[config.mk]
export PLATFORM = sky130hd
export DESIGN_NAME = decode_ibuf
export DESIGN_NICKNAME = d
export VERILOG_FILES = /design/src/rtl/decode_ibuf_pkg.sv /design/src/rtl/decode_ibuf_fifo.sv /design/src/rtl/decode_ibuf.sv
export SDC_FILE = /design/constraint.sdc
export NUM_CORES = 1
export LEC_CHECK = 0
export ABC_AREA = 1
export BUFFER_PORTS_ARGS = -buffer_cell sky130_fd_sc_hd__buf_4
export CORE_AREA = 2 2 284 286
export DETAILED_ROUTE_END_ITERATION = 8
export DIE_AREA = 0 0 286 288
export SETUP_SLACK_MARGIN = 0.5
export SLEW_MARGIN = 30
export SYNTH_ARGS = -nofsm -noshare
export SYNTH_HDL_FRONTEND = slang
export SYNTH_SLANG_ARGS = --single-unit
[constraint.sdc]
create_clock -name clk -period 10.67 [get_ports clk]
set_input_delay 3.201 -clock clk [delete_from_list [all_inputs] [get_ports clk]]
set_output_delay 3.201 -clock clk [all_outputs]
set_load 0.01 [all_outputs]
[src/rtl/decode_ibuf_pkg.sv]
`default_nettype none
// ============================================================================
// Module : decode_ibuf_pkg
// Brief  : Shared types, opcodes and immediate decode for the decode/ibuf stage.
// Rev    : 1.0
// ============================================================================
package decode_ibuf_pkg;

  // Entries hold the widest supported pc; narrower XLEN instances zero-extend.
  localparam int c_PC_MAX_W = 64;

  localparam logic [6:0] c_OP_LOAD   = 7'h03;
  localparam logic [6:0] c_OP_IMM    = 7'h13;
  localparam logic [6:0] c_OP_AUIPC  = 7'h17;
  localparam logic [6:0] c_OP_IMM32  = 7'h1b;
  localparam logic [6:0] c_OP_STORE  = 7'h23;
  localparam logic [6:0] c_OP_LUI    = 7'h37;
  localparam logic [6:0] c_OP_BRANCH = 7'h63;
  localparam logic [6:0] c_OP_JALR   = 7'h67;
  localparam logic [6:0] c_OP_JAL    = 7'h6f;
  localparam logic [6:0] c_OP_SYSTEM = 7'h73;

  typedef struct packed {
    logic [c_PC_MAX_W-1:0] pc;
    logic [31:0]           rawInstr;
  } ibuf_entry_t;

  typedef enum logic [1:0] {
    FWD_RD   = 2'd0,
    FWD_WB   = 2'd1,
    FWD_MEM  = 2'd2,
    FWD_RSVD = 2'd3
  } fwd_sel_t;

  typedef enum logic [0:0] {
    BR_IDLE = 1'b0,
    BR_CMP  = 1'b1
  } br_state_t;

  function automatic logic [63:0] immGen(input logic [31:0] instr);
    logic [63:0] imm;
    imm = '0;
    case (instr[6:0])
      c_OP_LOAD, c_OP_IMM, c_OP_IMM32, c_OP_JALR, c_OP_SYSTEM:
        imm = {{52{instr[31]}}, instr[31:20]};
      c_OP_STORE:
        imm = {{52{instr[31]}}, instr[31:25], instr[11:7]};
      c_OP_BRANCH:
        imm = {{52{instr[31]}}, instr[7], instr[30:25], instr[11:8], 1'b0};
      c_OP_LUI, c_OP_AUIPC:
        imm = {{32{instr[31]}}, instr[31:12], 12'b0};
      c_OP_JAL:
        imm = {{44{instr[31]}}, instr[19:12], instr[20], instr[30:21], 1'b0};
      default:
        imm = '0;
    endcase
    return imm;
  endfunction

endpackage
`default_nettype wire

[src/rtl/decode_ibuf_fifo.sv]
`default_nettype none
// ============================================================================
// Module : decode_ibuf_fifo
// Brief  : Circular instruction buffer with pointers, occupancy and clear.
// Rev    : 1.0
// ============================================================================
module decode_ibuf_fifo #(
  parameter int  DEPTH = 4,
  parameter type T     = logic [31:0]
) (
  input  logic clk,
  input  logic reset,
  input  logic clear,
  input  logic enq,
  input  logic deq,
  input  T     enqData,
  output T     headData,
  output logic empty,
  output logic full
);

  localparam int c_PTR_W = $clog2(DEPTH);

  T                   r_mem [DEPTH];
  logic [c_PTR_W-1:0] r_head;
  logic [c_PTR_W-1:0] r_tail;
  logic [c_PTR_W:0]   r_count;
  logic               w_enq;
  logic               w_deq;

  assign empty    = (r_count == '0);
  assign full     = (r_count == (c_PTR_W + 1)'(DEPTH));
  assign w_deq    = deq && !empty;
  assign w_enq    = enq && (!full || w_deq);
  assign headData = r_mem[r_head];

  always_ff @(posedge clk) begin
    if (reset || clear) begin
      r_head  <= '0;
      r_tail  <= '0;
      r_count <= '0;
    end else begin
      if (w_enq) r_tail <= r_tail + c_PTR_W'(1);
      if (w_deq) r_head <= r_head + c_PTR_W'(1);
      case ({w_enq, w_deq})
        2'b10:   r_count <= r_count + (c_PTR_W + 1)'(1);
        2'b01:   r_count <= r_count - (c_PTR_W + 1)'(1);
        default: r_count <= r_count;
      endcase
    end
  end

  always_ff @(posedge clk) begin
    if (w_enq && !clear) r_mem[r_tail] <= enqData;
  end

endmodule
`default_nettype wire

[src/rtl/decode_ibuf.sv]
`default_nettype none
// ============================================================================
// Module : decode_ibuf
// Brief  : Decode stage with instruction buffer, operand forwarding and redirect.
// Rev    : 1.0
// ============================================================================
module decode_ibuf
  import decode_ibuf_pkg::*;
#(
  parameter int XLEN   = 64,
  parameter int DEPTH  = 4,
  parameter int BR_REG = 0
) (
  input  logic            clk,
  input  logic            reset,
  input  logic            flush,
  input  logic            in_valid,
  output logic            in_ready,
  input  logic [XLEN-1:0] in_pc,
  input  logic [31:0]     in_instr,
  output logic [4:0]      ra1,
  output logic [4:0]      ra2,
  input  logic [XLEN-1:0] rd1,
  input  logic [XLEN-1:0] rd2,
  input  logic [XLEN-1:0] aluout_m,
  input  logic [XLEN-1:0] result_w,
  input  logic [1:0]      fwd_a,
  input  logic [1:0]      fwd_b,
  input  logic            stall_d,
  output logic            out_valid,
  input  logic            out_ready,
  output logic [XLEN-1:0] out_pc,
  output logic [31:0]     out_instr,
  output logic [XLEN-1:0] out_srca,
  output logic [XLEN-1:0] out_srcb,
  output logic [XLEN-1:0] out_imm,
  output logic            redirect_valid,
  output logic [XLEN-1:0] redirect_pc
);

  ibuf_entry_t     w_enqEntry, w_head;
  logic            w_empty, w_full, w_enqFire, w_deqFire, w_redirFire, w_clear;
  logic            w_outValid, w_selTaken, w_isBranch, w_isJal, w_isJalr, w_isCtl;
  logic            w_cond, w_takenNow;
  logic [63:0]     w_imm64;
  logic [XLEN-1:0] w_pc, w_imm, w_srcA, w_srcB, w_targetNow, w_selTarget;
  logic [31:0]     w_instr;

  function automatic logic [XLEN-1:0] fwdMux(input logic [1:0] sel, input logic [XLEN-1:0] rd,
                                             input logic [XLEN-1:0] wb, input logic [XLEN-1:0] mem);
    case (fwd_sel_t'(sel))
      FWD_WB:  return wb;
      FWD_MEM: return mem;
      default: return rd;
    endcase
  endfunction

  assign w_enqEntry = '{pc: c_PC_MAX_W'(in_pc), rawInstr: in_instr};
  assign w_enqFire  = in_valid && !w_full;
  assign in_ready   = !w_full;

  decode_ibuf_fifo #(
    .DEPTH (DEPTH),
    .T     (ibuf_entry_t)
  ) u_fifo (
    .clk      (clk),
    .reset    (reset),
    .clear    (w_clear),
    .enq      (w_enqFire),
    .deq      (w_deqFire),
    .enqData  (w_enqEntry),
    .headData (w_head),
    .empty    (w_empty),
    .full     (w_full)
  );

  assign w_instr    = w_head.rawInstr;
  assign w_pc       = w_head.pc[XLEN-1:0];
  assign w_imm64    = immGen(w_instr);
  assign w_imm      = w_imm64[XLEN-1:0];
  assign w_srcA     = fwdMux(fwd_a, rd1, result_w, aluout_m);
  assign w_srcB     = fwdMux(fwd_b, rd2, result_w, aluout_m);
  assign w_isBranch = (w_instr[6:0] == c_OP_BRANCH);
  assign w_isJal    = (w_instr[6:0] == c_OP_JAL);
  assign w_isJalr   = (w_instr[6:0] == c_OP_JALR);
  assign w_isCtl    = w_isBranch || w_isJal || w_isJalr;

  always_comb begin
    case (w_instr[14:12])
      3'b000:  w_cond = (w_srcA == w_srcB);
      3'b001:  w_cond = (w_srcA != w_srcB);
      3'b100:  w_cond = ($signed(w_srcA) <  $signed(w_srcB));
      3'b101:  w_cond = ($signed(w_srcA) >= $signed(w_srcB));
      3'b110:  w_cond = (w_srcA <  w_srcB);
      3'b111:  w_cond = (w_srcA >= w_srcB);
      default: w_cond = 1'b0;
    endcase
  end

  assign w_takenNow  = (w_isBranch && w_cond) || w_isJal || w_isJalr;
  assign w_targetNow = w_isJalr ? ((w_srcA + w_imm) & ~XLEN'(1)) : (w_pc + w_imm);

  generate
    if (BR_REG != 0) begin : g_brReg
      br_state_t       r_state;
      logic            r_taken;
      logic [XLEN-1:0] r_target;

      // The compare result is captured once on entry to CMP and held across stalls.
      always_ff @(posedge clk) begin
        if (reset || flush) begin
          r_state  <= BR_IDLE;
          r_taken  <= 1'b0;
          r_target <= '0;
        end else begin
          case (r_state)
            BR_IDLE: if (!w_empty && w_isCtl) begin
              r_state  <= BR_CMP;
              r_taken  <= w_takenNow;
              r_target <= w_targetNow;
            end
            BR_CMP: if (w_deqFire) r_state <= BR_IDLE;
          endcase
        end
      end

      assign w_outValid  = !w_empty && (!w_isCtl || (r_state == BR_CMP));
      assign w_selTaken  = (r_state == BR_CMP) && r_taken;
      assign w_selTarget = r_target;
    end else begin : g_brComb
      assign w_outValid  = !w_empty;
      assign w_selTaken  = w_takenNow;
      assign w_selTarget = w_targetNow;
    end
  endgenerate

  assign w_deqFire   = w_outValid && out_ready && !stall_d;
  assign w_redirFire = w_deqFire && w_selTaken;
  assign w_clear     = flush || w_redirFire;

  assign out_valid      = w_outValid;
  assign out_pc         = w_pc;
  assign out_instr      = w_instr;
  assign out_srca       = w_srcA;
  assign out_srcb       = w_srcB;
  assign out_imm        = w_imm;
  assign ra1            = w_instr[19:15];
  assign ra2            = w_instr[24:20];
  assign redirect_valid = w_redirFire && !flush;
  assign redirect_pc    = w_selTarget;

endmodule
`default_nettype wire

After elaboration in Yosys (flattened, before gate mapping)
Memories as Yosys holds them, arrays and structs flattened. A register that Yosys moved wholly into a read port is not among the register bits.
Cells that the tools add are included.

word-level totals
  register bits after elaboration = 7
  bits in writable memories = 384
  output and inout bits = 365
  logic and storage cells = 72
  memories kept = 1

operators by class
  add/sub/neg operators = 6
  order comparisons = 4
  eq/ne operators = 24
  mux-type cells = 10
  reduce and logical (&&, ||, !) cells = 24

memories
  name          depth  width  read ports  clocked after memory_dff  write ports  line                    RTL
  u_fifo.r_mem  4      96     1           1                         1            decode_ibuf_fifo.sv:24  T r_mem [DEPTH];

operator list
  cell                                                  number
  case mux 64 bit (5 select lines)                      1
  case mux 64 bit (2 select lines)                      2
  adder 64 bit                                          2
  greater-or-equal comparator 64 bit                    2
  less-than comparator 64 bit                           2
  equality test 64 bit                                  1
  two-way mux 64 bit                                    1
  != test 64 bit                                        1
  equality test 7 bit (second input constant)           4
  equality test 7 x 5 -> 1 bit (second input constant)  3
  equality test 3 bit (second input constant)           5
  equality test 7 x 6 -> 1 bit (second input constant)  2
  logical AND 1 bit                                     9
  equality test 7 x 2 -> 1 bit (second input constant)  1
  equality test 2 x 1 -> 1 bit (second input constant)  3
  equality test 2 bit (second input constant)           3
  zero test 3 bit                                       2
  case mux 1 bit (6 select lines)                       1
  case mux 3 bit (2 select lines)                       1
  zero test 1 bit                                       5
  logical OR 1 bit                                      5
  OR reduction 5 bit                                    1
  adder 2 x 1 -> 2 bit (second input constant)          2
  two-way mux 2 bit                                     2
  other kinds (6)                                       7

Depth between registers and ports, before layout
  depth after elaboration = 13
  depth in mapped cells = 33
  depth with buffers taken out = 31

Cells and area by module
From an unflattened synthesis, not the netlist that was laid out.

second synthesis, totals
  cell total of the unflattened synthesis = 3764
  area, all modules = 29534.6 um2

by module, submodules not included
  module            instances  cells an instance  area each (um2)  seq. area each (um2)
  decode_ibuf_fifo  1          997                14769.2          11711.2
  decode_ibuf       1          2767               14765.4          0.0

Worst setup path after synthesis
OpenSTA, ideal clock, no wires.

  path kind = input-to-reg
  start point = input port fwd_b[0]
  end point = memory u_fifo.r_mem[0][0] (netlist bit) (enable)
  setup time = 0.552 ns
  data arrival time = 10.182 ns
  required time = 10.118 ns
  setup slack = -0.064 ns
  cell stages on the path = 26
  path through = inv_1 -> ha_1 -> clkinv_1 -> clkbuf_1 -> clkbuf_1 -> nand2_1 -> o21ai_0 -> inv_1 -> ha_1 -> nand2_1 -> inv_1 -> nand3_1 -> nor2_1 -> nor4b_1 -> nand2_1 -> inv_1 -> nand2_1 -> nand3b_1 -> nand2_1 -> o21ai_0 -> nand3_1 -> nand2_1 -> nand2_1 -> nand2_1 -> nand3_1 -> nor2_1

between the ends
  word-level cells in the longest chain between the ends = 13

RTL lines
  element                                                              line                    RTL
  start, declared                                                      decode_ibuf.sv:28       input logic [1:0] fwd_b,
  equality test 2 bit or equality test 2 x 1 -> 1 bit (tied branches)  decode_ibuf.sv:51       case (fwd_sel_t'(sel))
  case mux 64 bit (2 select lines) (*)                                 decode_ibuf.sv:51
  via out_srcb[59]                                                     decode_ibuf.sv:35       output logic [XLEN-1:0] out_srcb,
  greater-or-equal comparator 64 bit (tied with other cells)           decode_ibuf.sv:95       3'b111: w_cond = (w_srcA >= w_srcB);
  case mux 1 bit (6 select lines) (*)                                  decode_ibuf.sv:89       case (w_instr[14:12])
  logical AND 1 bit (*)                                                decode_ibuf.sv:100      assign w_takenNow = (w_isBranch && w_cond) || w_isJal || w_isJalr;
  logical OR 1 bit (*) (2 in a row)                                    decode_ibuf.sv:100
  logical AND 1 bit (*)                                                decode_ibuf.sv:138      assign w_redirFire = w_deqFire && w_selTaken;
  logical OR 1 bit (*)                                                 decode_ibuf.sv:139      assign w_clear = flush || w_redirFire;
  zero test 1 bit (*)                                                  decode_ibuf_fifo.sv:54  if (w_enq && !clear) r_mem[r_tail] <= enqData;
  logical AND 1 bit (*)                                                decode_ibuf_fifo.sv:54
  two-way mux 1 bit (*)                                                decode_ibuf_fifo.sv:54
  two-way mux 1 bit (not written as such) (*)                          decode_ibuf_fifo.sv:54
  end, declared                                                        decode_ibuf_fifo.sv:24

The timed path passes the listed nets; every way through them passes the cells marked *.

Final worst setup path
  start point = input port fwd_a[0]
  end point = output port redirect_pc[61]

between the ends
  word-level cells in the longest chain between the ends = 4

RTL lines
  element                                                              line                RTL
  start, declared                                                      decode_ibuf.sv:27   input logic [1:0] fwd_a,
  equality test 2 bit or equality test 2 x 1 -> 1 bit (tied branches)  decode_ibuf.sv:51
  case mux 64 bit (2 select lines) (*)                                 decode_ibuf.sv:51
  adder 64 bit (*)                                                     decode_ibuf.sv:101  assign w_targetNow = w_isJalr ? ((w_srcA + w_imm) & ~XLEN'(1)) : (w_pc + w_imm);
  two-way mux 64 bit (*)                                               decode_ibuf.sv:101
  end, declared                                                        decode_ibuf.sv:38   output logic [XLEN-1:0] redirect_pc

Mark *: on every way between the ends. The rest lies on a longest branch, timed or not.

==> flow_metrics.tcl <==
set metrics [dict create \
    status "complete, no violations" \
    layout_setup_ws_ps 657 \
    grt_setup_unrepaired "yes" \
    drv_slew 0 \
    detail-route-antenna-nets 0 \
    synth-seq-area-share_pct 40.1 \
    grt-ovfl-total 0 \
    path_clk_slew_ps 60 \
    io_buffers 726 \
    path_class "input port to output pin" \
    dpl_worst_slack_ps 103 \
    hp-class "flop to flop" \
    clock_path_buffers 3 \
    synthTopCellsByCount "inv_1, nand2_1, o21ai_0" \
    clk-insertion-delay-late_ps 570 \
    yosys_warnings 0 \
    arrival_ps 6810 \
    n_fill_cell 8020 \
    die_y_um 288 \
    cts_hold_buffers 0 \
    die_area_mm2 0.0824 \
    cp.required_ps 7470 \
    skew_ps 15.2 \
    gp_congestion 1.05 \
    leakagePower_nw 17.5 \
    max_freq_mhz 99.9 \
    ys_ff_latch 393 \
    synth_top_area_share_pct 39.5 \
    ir_drop_uv 131 \
    fin_nets 4975 \
    power_density_mw_per_mm2 116 \
    chipWidth_um 286 \
    start_util_pct 36.6 \
    grt_max_degree 165 \
    synthFlopType "edfxtp_1" \
    drive_gt1_share_pct 22.4 \
    min_period_over_period_pct 93.8 \
    htreeDepth 2 \
    setup_violations 0 \
    async_reset_ff_share_pct 0 \
    avgRoutedWirePerCell_um 24.1 \
    avgSynthCellArea_um2 7.84 \
    antenna_found_initial 25 \
    synth_area_mm2 0.0292 \
    start_kind "input port" \
    drc_errors 0 \
    synthTopCellsByArea "edfxtp_1, ha_1, inv_1" \
    first_pass_iters 6 \
    slew_headroom_pct 33.5 \
    vias 29900 \
    core_mm2 0.0796 \
    cp_max_fo 23 \
    num_rows 104 \
    clkSinkCount 393 \
    grt_pass1_vias 28200 \
    wirelength_mm 133 \
    grt_pass1_wl_mm 186 \
    place_area_mm2 0.0359 \
    cts_tree "built" \
    boundaryPins 727 \
    synth-edff-count 384 \
    synth.most_common_cell "inv_1" \
    hpwl_mm 107 \
    tightest_slew_ps 987 \
    hold_viol 0 \
    synth.largest_area_cell "edfxtp_1" \
    syn_nets 4283 \
    grtUsageTotal_pct 30.7 \
    root_buffer "clkbuf_16" \
    min_period_ps 10010 \
    final_area_mm2 0.0376 \
    first_iter_violations 2416 \
    end_kind "output pin" \
    numCtsBuffers 41 \
    layout-area-overhead-vs-synth_pct 29.0 \
    drt-vias-per-instance 5.42 \
    syn_inst 3720 \
    synth.distinct_cells 60 \
    drv_cap 0 \
]
[state kept, by name (all words and copies together) (netlist names), named ones only]
signal / flops
u_fifo.r_count: 3
u_fifo.r_head: 2
u_fifo.r_mem: 384
u_fifo.r_tail: 2
[report_power, final]
part	total [W]	internal, W	switching, W	leakage, nW
clock network	0.00136	0.000766	0.000596	0.625
logic	0.00129	0.000492	0.000793	13.3
registers	0.00173	0.00172	0.00000638	3.56
total	0.00438	0.00298	0.00140	17.5
[worst paths after layout]
| path | start | endpoint | slack [ps] | cells past startpoint |
|---|---|---|---|---|
| worst max-delay path | fwd_a[0] | redirect_pc[61] | 660 | 21 |
| worst min-delay path | u_fifo.r_head[1] | flop | 520 | 3 |
| worst max register to register | flop | u_fifo.r_mem[3][92] | 5600 | 17 |
| worst min register to register | u_fifo.r_head[1] | flop | 520 | 3 |
[placed cells by master (no fill, tap or decap), drive strengths merged, types with 4 or more instances in the layout]
| cell type | Yosys | routed |
|---|---|---|
| a21o | 15 | 15 |
| or2 | 19 | 19 |
| ha | 198 | 198 |
| buf | 56 | 823 |
| o21bai | 8 | 8 |
| nand3 | 93 | 93 |
| nand4 | 9 | 9 |
| dfxtp | 9 | 9 |
| a21boi | 7 | 7 |
| o221ai | 14 | 14 |
| and3 | 4 | 4 |
| nor3 | 18 | 18 |
| xnor2 | 14 | 14 |
| a22o | 51 | 51 |
| a21oi | 307 | 307 |
| xor2 | 23 | 23 |
| edfxtp | 384 | 384 |
| a31oi | 73 | 73 |
| clkinv | 1 | 21 |
| clkbuf | 121 | 52 |
| nand2 | 600 | 600 |
| clkinvlp | 0 | 6 |
| o22ai | 89 | 89 |
| nor4 | 14 | 14 |
| diode | 0 | 16 |
| o21ai | 459 | 459 |
| a221o | 51 | 51 |
| inv | 592 | 589 |
| and2 | 6 | 6 |
| nand3b | 5 | 5 |
| o211ai | 12 | 12 |
| o21a | 25 | 25 |
| nor2 | 413 | 413 |
| a32oi | 13 | 13 |
[critical path, stage by stage]
cell and delay, ps:
buf_4 140, inv_1 90, ha_4 220, buf_8 170
buf_4 200, a221o_1 290, o21ai_0 100, inv_1 140
ha_1 410, a21oi_2 210, inv_1 50, a31oi_1 250
o21ai_0 190, a221oi_1 300, o21ai_0 130, a21oi_1 240
inv_1 70, nand2_1 60, nand3_1 100, nand2_1 110
buf_4 120
[per-layer routing]
layer | GRT usage [%] | up-vias | routed length (um)
met2 | 50.8 | 1326 | 61900
li1 | - | 14200 | -
met3 | 4.07 | 275 | 8830
met1 | 38.9 | 14100 | 53900
met5 | 0 | - | 0
met4 | 16.6 | 0 | 8210
[cell families after synthesis]
group	after synthesis	synth area share, %
simple gates	1182	16.6
flops	393	40.1
xor+xnor	37	1.11
buf+inv	770	10.6
fa+ha+maj	201	8.70
compound gates	1137	22.9
[timing repair]
action / 4_1_cts / 5_1_grt
buffers inserted: 3 / 17
gates resized for setup: 22 / 50
gates cloned: 0 / 1
pin swaps: 1 / 12
endpoints found under the setup margin: 19 / 31
[cell type report]
cell class	instances	area (um2)	area share, %
tap	1060	1330	3.52
timing repair inverter	1	5.00	0.0133
sequential	393	11700	31.1
multi-input combinational	2557	14700	39.0
clock buffer	50	1060	2.82
timing repair buffer	825	6340	16.9
antenna	16	40.0	0.106
inverter	593	2250	5.98
clock inverter	24	228	0.605
[metrics by stage]
| stage | hold slack [ps] | utilization [%] | power, W | TNS, ps | cells |
|---|---|---|---|---|---|
| finish | 515 | 47.3 | 0.00438 | 0 | 5519 |
| global route | 560 | 47.3 | 0.00456 | 0 | 5518 |
| CTS | 517 | 46.8 | 0.00437 | 0 | 5485 |
| detailed placement | 501 | 45.0 | 0.00300 | 0 | 5408 |
| global placement | 503 | 45.0 | 0.00301 | 0 | 5408 |
| floorplan | 493 | - | 0.00239 | -24390 | 3720 |
Power figures use the tool's default switching activity.
